<file path="config.mk">
export PLATFORM = sky130hd
export DESIGN_NAME = fb_scanout_reader
export DESIGN_NICKNAME = d
export VERILOG_FILES = /design/src/rtl/fb_scanout_reader.sv
export SDC_FILE = /design/constraint.sdc
export NUM_CORES = 1
export LEC_CHECK = 0
export ABC_AREA = 1
export CAP_MARGIN = 15
export CORE_UTILIZATION = 41
export DETAILED_ROUTE_END_ITERATION = 8
export GPL_TIMING_DRIVEN = 0
export PLACE_DENSITY_LB_ADDON = 0.1
export SLEW_MARGIN = 20
export SYNTH_ARGS = -nofsm -noshare
export SYNTH_HDL_FRONTEND = slang
export SYNTH_SLANG_ARGS = --single-unit
export TNS_END_PERCENT = 50
</file>
<file path="constraint.sdc">
create_clock -name clk -period 1.2 [get_ports clk]
set_input_delay 0.24 -clock clk [delete_from_list [all_inputs] [get_ports clk]]
set_output_delay 0.24 -clock clk [all_outputs]
set_load 0.01 [all_outputs]
</file>
<file path="src/rtl/fb_scanout_reader.sv">
// fb_scanout_reader: raster read-address generator, RAM-latency-aligned sync pipeline and vsync-edge buffer swap
module fb_scanout_reader #(
  parameter int H_ACTIVE    = 320,
  parameter int V_ACTIVE    = 240,
  parameter int ADDR_WIDTH  = 17,
  parameter int DATA_WIDTH  = 8,
  parameter int RAM_LATENCY = 1
) (
  input  logic                  clk,
  input  logic                  reset,
  input  logic                  de_in,
  input  logic                  hsync_in,
  input  logic                  vsync_in,
  input  logic                  swap_req,
  output logic                  swap_ack,
  output logic                  disp_buf,
  output logic [ADDR_WIDTH-1:0] raddr,
  input  logic [DATA_WIDTH-1:0] rdata0,
  input  logic [DATA_WIDTH-1:0] rdata1,
  output logic [DATA_WIDTH-1:0] pix_out,
  output logic                  de_out,
  output logic                  hsync_out,
  output logic                  vsync_out,
  output logic                  disp_valid,
  output logic                  addr_err
);
  localparam int N = H_ACTIVE * V_ACTIVE;
  typedef enum logic {IDLE, PENDING} state_t;
  state_t state;
  logic vs_q, vs_rise, wrapped, last;
  logic [ADDR_WIDTH-1:0] addr_cnt;
  logic [RAM_LATENCY-1:0] de_p, hs_p, vs_p, sel_p;
  assign vs_rise   = vsync_in & ~vs_q;
  assign last      = addr_cnt == ADDR_WIDTH'(N - 1);
  assign raddr     = de_in ? addr_cnt : '0;
  // Ack is tied to the edge cycle itself; a reset in that cycle cancels the pending swap
  assign swap_ack  = ~reset & (state == PENDING) & vs_rise;
  assign de_out    = de_p[RAM_LATENCY-1];
  assign hsync_out = hs_p[RAM_LATENCY-1];
  assign vsync_out = vs_p[RAM_LATENCY-1];
  assign pix_out   = (de_out & disp_valid) ? (sel_p[RAM_LATENCY-1] ? rdata1 : rdata0) : '0;
  always_ff @(posedge clk) begin
    if (reset) begin
      vs_q       <= 1'b1;
      addr_cnt   <= '0;
      wrapped    <= 1'b0;
      addr_err   <= 1'b0;
      state      <= IDLE;
      disp_buf   <= 1'b0;
      disp_valid <= 1'b0;
      de_p       <= '0;
      hs_p       <= '1;
      vs_p       <= '1;
      sel_p      <= '0;
    end else begin
      vs_q <= vsync_in;
      if (vs_rise) begin
        addr_cnt <= '0;
        wrapped  <= 1'b0;
      end else if (de_in) begin
        addr_cnt <= last ? '0 : addr_cnt + ADDR_WIDTH'(1);
        if (last) wrapped <= 1'b1;
        if (wrapped && addr_cnt == '0) addr_err <= 1'b1;
      end
      de_p[0]  <= de_in;
      hs_p[0]  <= hsync_in;
      vs_p[0]  <= vsync_in;
      sel_p[0] <= disp_buf;
      for (int i = 1; i < RAM_LATENCY; i++) begin
        de_p[i]  <= de_p[i-1];
        hs_p[i]  <= hs_p[i-1];
        vs_p[i]  <= vs_p[i-1];
        sel_p[i] <= sel_p[i-1];
      end
      if (state == IDLE) begin
        if (swap_req) state <= PENDING;
      end else if (vs_rise) begin
        state      <= IDLE;
        disp_buf   <= ~disp_buf;
        disp_valid <= 1'b1;
      end
    end
  end
endmodule

</file>
# Yosys cells after proc, flatten, opt, wreduce, memory -nomap -nowiden
# Cells that the tools add are included.
dict set report op_classes {
  n_bitwise 8
  n_reduce_logical 6
  n_mux 7
  eq_ne 1
  addsub 1
}
# operator n
set op_table {}
lappend op_table {{17-bit two-way mux} 2}
lappend op_table {{17-bit by 1-bit adder with 17-bit output, second input constant} 1}
lappend op_table {{17-bit equality test, second input constant} 1}
lappend op_table {{17-bit zero test} 1}
lappend op_table {{8-bit two-way mux} 2}
lappend op_table {{1-bit AND} 4}
lappend op_table {{1-bit inverter} 4}
lappend op_table {{2-bit AND reduction} 2}
lappend op_table {{1-bit two-way mux} 3}
lappend op_table {{3-bit AND reduction} 1}
lappend op_table {{2-bit OR reduction} 1}
lappend op_table {{1-bit logical AND} 1}
dict set report totals {
  wordCells 33
  output_inout_bits 32
  register_bits 26
  in_bits 22
}

# Logic depth before layout (Yosys ltp)
dict set report logic_depth {
  depth_word 4
  mapped_depth 9
  mapped_depth_nobuf 9
}

# Worst setup path after synthesis
# Ideal clock, no wire load.
dict set report synth_path {
  path_type {reg-to-reg}
  startpoint {register addr_cnt[0]}
  endpoint {register addr_cnt[10]}
  n_path_buf 0
  setup_ns 0.116
  setup_slack_ns -0.009
  stages_incl_launch_ff 7
  period_less_slack_ns 1.209
  t_arrival_ns 1.093
  t_required_ns 1.084
  path_cell_list {dfxtp_1 ha_1 nand3_1 nor2_4 nand3_2 nand2_4 nor2_2}
}
dict set report synth_between {
  elab_chain_len 2
  elab_cells_between_ends 3
  cone_classes {add/sub (1); eq/ne (1); mux (1)}
}
# item line_no
set synth_lines {}
lappend synth_lines {{from (decl)} 31} ;# logic [ADDR_WIDTH-1:0] addr_cnt;
lappend synth_lines {{from (signal assigned)} 61} ;# addr_cnt <= last ? '0 : addr_cnt + ADDR_WIDTH'(1);
lappend synth_lines {{17-bit by 1-bit adder with 17-bit output or 17-bit equality test (tied branches)} {61, 34}}
lappend synth_lines {{17-bit two-way mux (*)} 61}
# Every way passes the cells marked *; elsewhere a longest branch is shown, timed or not.
# A chain may end at the register's enable or synchronous reset.

# Final worst setup path
dict set report layout_path {
  startpoint {register sel_p}
  endpoint {output port pix_out[5]}
}
dict set report layout_between {
  elab_chain_len 2
}
# item line_no
set layout_lines {}
lappend layout_lines {{from (decl)} 32} ;# logic [RAM_LATENCY-1:0] de_p, hs_p, vs_p, sel_p;
lappend layout_lines {{from (signal, indexed assignment)} 73} ;# sel_p[i] <= sel_p[i-1];
lappend layout_lines {{8-bit two-way mux (2 in series)} 41} ;# assign pix_out = (de_out & disp_valid) ? (sel_p[RAM_LATENCY-1] ? rdata1 : rdata0) : '0;
lappend layout_lines {{to (decl)} 20} ;# output logic [DATA_WIDTH-1:0] pix_out,
# No other way between the ends.

==> results list <==
- Area growth, synth to finish: 54.9%
- The total overflow left after global routing is 0.
- Counting every net in the synthesized netlist gives 266.
- For this design, the CTS-stage hold fixing added 0 buffers.
* Number of hold-slack violations in the final timing report: 0
- Once detailed placement completed, the half-perimeter wirelength came to 2.70 mm.
* Highest signal layer in the routed design: met4
- Fraction of layout instances using a drive strength above 1: between 40% and 50%
- For this run, the post-layout net count is roughly 330.
* Instance count of the mapped netlist: 242
- Entering global routing, the biggest net connects 14 pins.
- Summed over all cells, the static leakage comes to 1.19 nW.
* RSZ-0062 raised after global routing: true
- Number of endpoints failing setup at the final stage: 21
- The worst setup path is launched from a flop.
* Clk Latency, worst-skew pair: between 0.2 and 0.3 ns
- Port Buffer Count: between 50 and 60
* Number of antenna violations at the first check in global routing: 0
* Critical path buffers and inverters: 2
- Area of placed instances: 2140 um2
- Starting density of the core: ~45%
* Number of routed nets with antenna violations: 0
* Worst path max stage delay: 0.41 ns
- After the first detailed-routing iteration, the DRC count stood at 45.
* Cell family with the largest share of critical-path delay: flip-flops
* Failing checks: setup timing
- Derived from the worst setup path, the maximum achievable clock frequency is around 750 MHz.
- Overall Global Routing Usage: roughly a fifth
- Critical R2R Capture: addr_cnt[10]
* Via total after detailed routing: approximately 1,600
- TritonCTS clock tree: built
- For the finished layout, the period the worst path requires is roughly 1.3 ns.
* Post-Layout Cell Count: between 300 and 400
* CP Capture Type: primary output
* Wire length after detailed routing: roughly 4.0 mm
* Rel. slew slack: ~80%
- The worst register-to-register path begins at addr_cnt[0].
* Final Power: about 1.6 mW
- Die Y-Extent: between 60 and 70 um
- For this design, the sink count on the clock tree is 26.
* Classification of the worst-slack hold path: input pin to flop
* Number of buffers added by the clock tree synthesis step: 3
* Clock-pin slew on the worst setup and hold paths: about 0.080 ns
* Hold path start: vsync_in
* Floorplan die width: between 60 and 70 um
- Among all stages on the critical path, the largest delay is contributed by dfxtp_4.
* Hold-critical path depth: 2
- The worst hold path terminates at vsync_out.
* Worst path cell trace: buf_6 > nand2_1 > a21oi_1 > buf_2
* Max Cap Violations: 0
- The number of antenna diodes in the final layout is 0.
- In this run the number of H-tree levels came out at 1.
- Once routing completed, OpenROAD measured the worst setup slack at -0.141 ns.
- Once placement completed, the tool counted placed cells totaling 341.
* Least-Margin Pin Slew: between 0.2 and 0.3 ns
- After detailed routing, the wire length on met1 is about 1.9 mm.
- Sequential elements use about a third of the synthesized area.
- Setup slack on the worst reg-to-reg path comes out at -0.05 ns.
- Summed over all nets, wire length on met2 after detailed routing comes to approximately 1.8 mm.
- Clock Skews: roughly 0.006 ns
- Synth Warn #: 0
- Summed over all failing endpoints, the final setup total negative slack is -1.28 ns.
* Register bit count reported by yosys: 26
- Mapped cell area: around 1600 um2
* Data required time at the worst endpoint: about 0.96 ns
* IO Count: 54
- Average detailed-routed wire length per instance: 11.3 um
- After detailed routing, the number of remaining DRC violations is 0.
- Number of distinct library cell variants in the gate-level netlist after synthesis: 24
- Met3 routed wirelength: 156 um
- Ratio of routed vias to standard cells: 4.54
- The floorplan step defined a core boundary enclosing around 3500 um2.
- Seq. cell area: around 570 um2
- Number of global-route vias before repair: 1,375
- The congestion estimate from routability-driven global placement came to about 0.83.
- No sink is reached through more buffers than the 2 on the longest clock path.
* Drt first pass iters: 4
- Post-route cell area: approximately 2400 um2
- Worst r2r path cells: 6
* Worst IR Drop VDD: between 0.5 and 0.6 mV
- In this run the worst path has a maximum fanout of 6.
- Site Rows: 21
- First-pass GRT wire length: roughly 6.3 mm
* Max Transition Viols Final: 0
- The die covers 4030 um2.
* Tcrit/Tclk final: 112%
- The critical path is of the flop to primary output type.
* Multi-input gate area in the final layout: approximately 1100 um2
* Power per standard cell area: 681 nW/um2
* Clock tree root driver cell: clkbuf_8
- After synthesis, the mean cell area works out to between 6 and 7 um2.
- Run status: finished, violations left
- Counting the fill cells in the layout gives 317.
- Arrival @ worst endpoint: about 1.1 ns
repair_timing:
action | CTS | global route
resized for setup | 155 | 54
buffers inserted | 6 | 2
setup endpoints to repair | 49 | 42
cloned | 0 | 1
pin swaps | 3 | 25
state kept, by name, indices dropped and copies added (netlist names):
register / flops
disp_buf: 1
disp_valid: 1
sel_p: 1
vsync_out: 1
addr_cnt: 17
addr_err: 1
state: 1
wrapped: 1
de_out: 1
hsync_out: 1
layout make-up:
cell class,instances,area share [%]
multi-input cells,172,44.8
inverters,42,6.92
well taps,46,2.39
clock buffers,3,1.72
repair buffers,61,19.1
flip-flops and latches,26,23.6
plain buffers,2,1.51
cells by family (layout without fill, tap and decap cells):
logic type / count (synthesis) / count (layout) / synth area share (%)
AO/OA/AOI/OAI: 16 / 16 / 5.56
flip-flops: 26 / 26 / 33.5
buffers and inverters: 45 / 108 / 11.1
XOR/XNOR: 8 / 8 / 4.52
adder cells (fa/ha/maj): 2 / 2 / 1.61
AND/OR/NAND/NOR: 145 / 146 / 43.6
synth_stat cells:
library cell	instances	share of area, %
inv_1	40	9.7
nand4_1	2	0.81
o21bai_1	1	0.48
xnor2_1	2	1.1
nor3_1	2	0.65
inv_2	2	0.48
nand2_4	2	1.5
buf_4	1	0.48
clkbuf_1	2	0.48
a21oi_1	11	3.5
or2_2	3	1.2
nor2_2	13	5.2
a21oi_2	1	0.56
dfxtp_1	26	34
nand2_1	75	18
xor2_1	6	3.4
nor2_4	4	2.9
nand3_1	8	2.6
nand2_2	6	2.4
nor2_1	27	6.5
or2_0	1	0.40
o21ai_0	3	0.97
nand3_2	2	1.3
ha_1	2	1.6
metrics by stage:
stage               hold WS [ns]  utilization (%)  setup WS [ns]
CTS                        0.330             63.4         -0.141
finish                     0.328             69.3         -0.141
global placement           0.435             61.7          -1.06
global route               0.336             69.3         -0.211
floorplan                  0.309                -        0.00480
detailed placement         0.441             61.7          -1.07
worst register-to-register path: stages (launching register included):
cell and delay [ns]:
dfxtp_2 0.37, ha_4 0.17, nand3_4 0.09, nor2_4 0.17
nand3_4 0.15, nand2_8 0.16, nor2_4 0.05
placed cells by master, fill, tap and decap left out, types with 2 or more instances in the layout:
master           count
nor2_1              20
dlygate4sd2_1        8
a21oi_1              8
a21oi_2              4
buf_6                3
nand3_1              7
buf_4                6
clkdlybuf4s50_1     18
nand2_4              6
inv_1               34
nand2_8              2
nand4_1              2
nand3_4              2
o21ai_0              2
dfxtp_2             13
dfxtp_1              5
nor2_4              14
or2_2                3
buf_2               26
nand2_2             14
dfxtp_4              8
nor2_2              10
inv_2                6
nand2_1             62
clkbuf_8             3
xor2_1               5
per-layer routing:
metal	vias up	track usage (%)
met5	-	0
met4	0	6.82
met3	4	2.72
met2	36	30.5
met1	704	28.0
li1	855	-
report_power, final:
part	leakage [nW]	total [mW]	switching, mW	internal (mW)
combinational	0.944	0.253	0.123	0.131
clock	0.0216	0.502	0.276	0.225
sequential	0.223	0.881	0.0163	0.865
total	1.19	1.64	0.415	1.22
worst max path at each step:
| stage | from | to | slack, ns | depth (start not counted) |
|---|---|---|---|---|
| after floorplan | addr_cnt[0] | addr_cnt[10] | 0.005 | 6 |
| after global placement | de_in | raddr[2] | -1.06 | 6 |
| after detailed placement | de_in | raddr[2] | -1.07 | 6 |
| after CTS | sel_p | pix_out[1] | -0.14 | 4 |
| after global routing | sel_p | pix_out[1] | -0.21 | 4 |
| final | sel_p | pix_out[5] | -0.14 | 4 |
No activity file was read; power rests on OpenSTA's default activity.
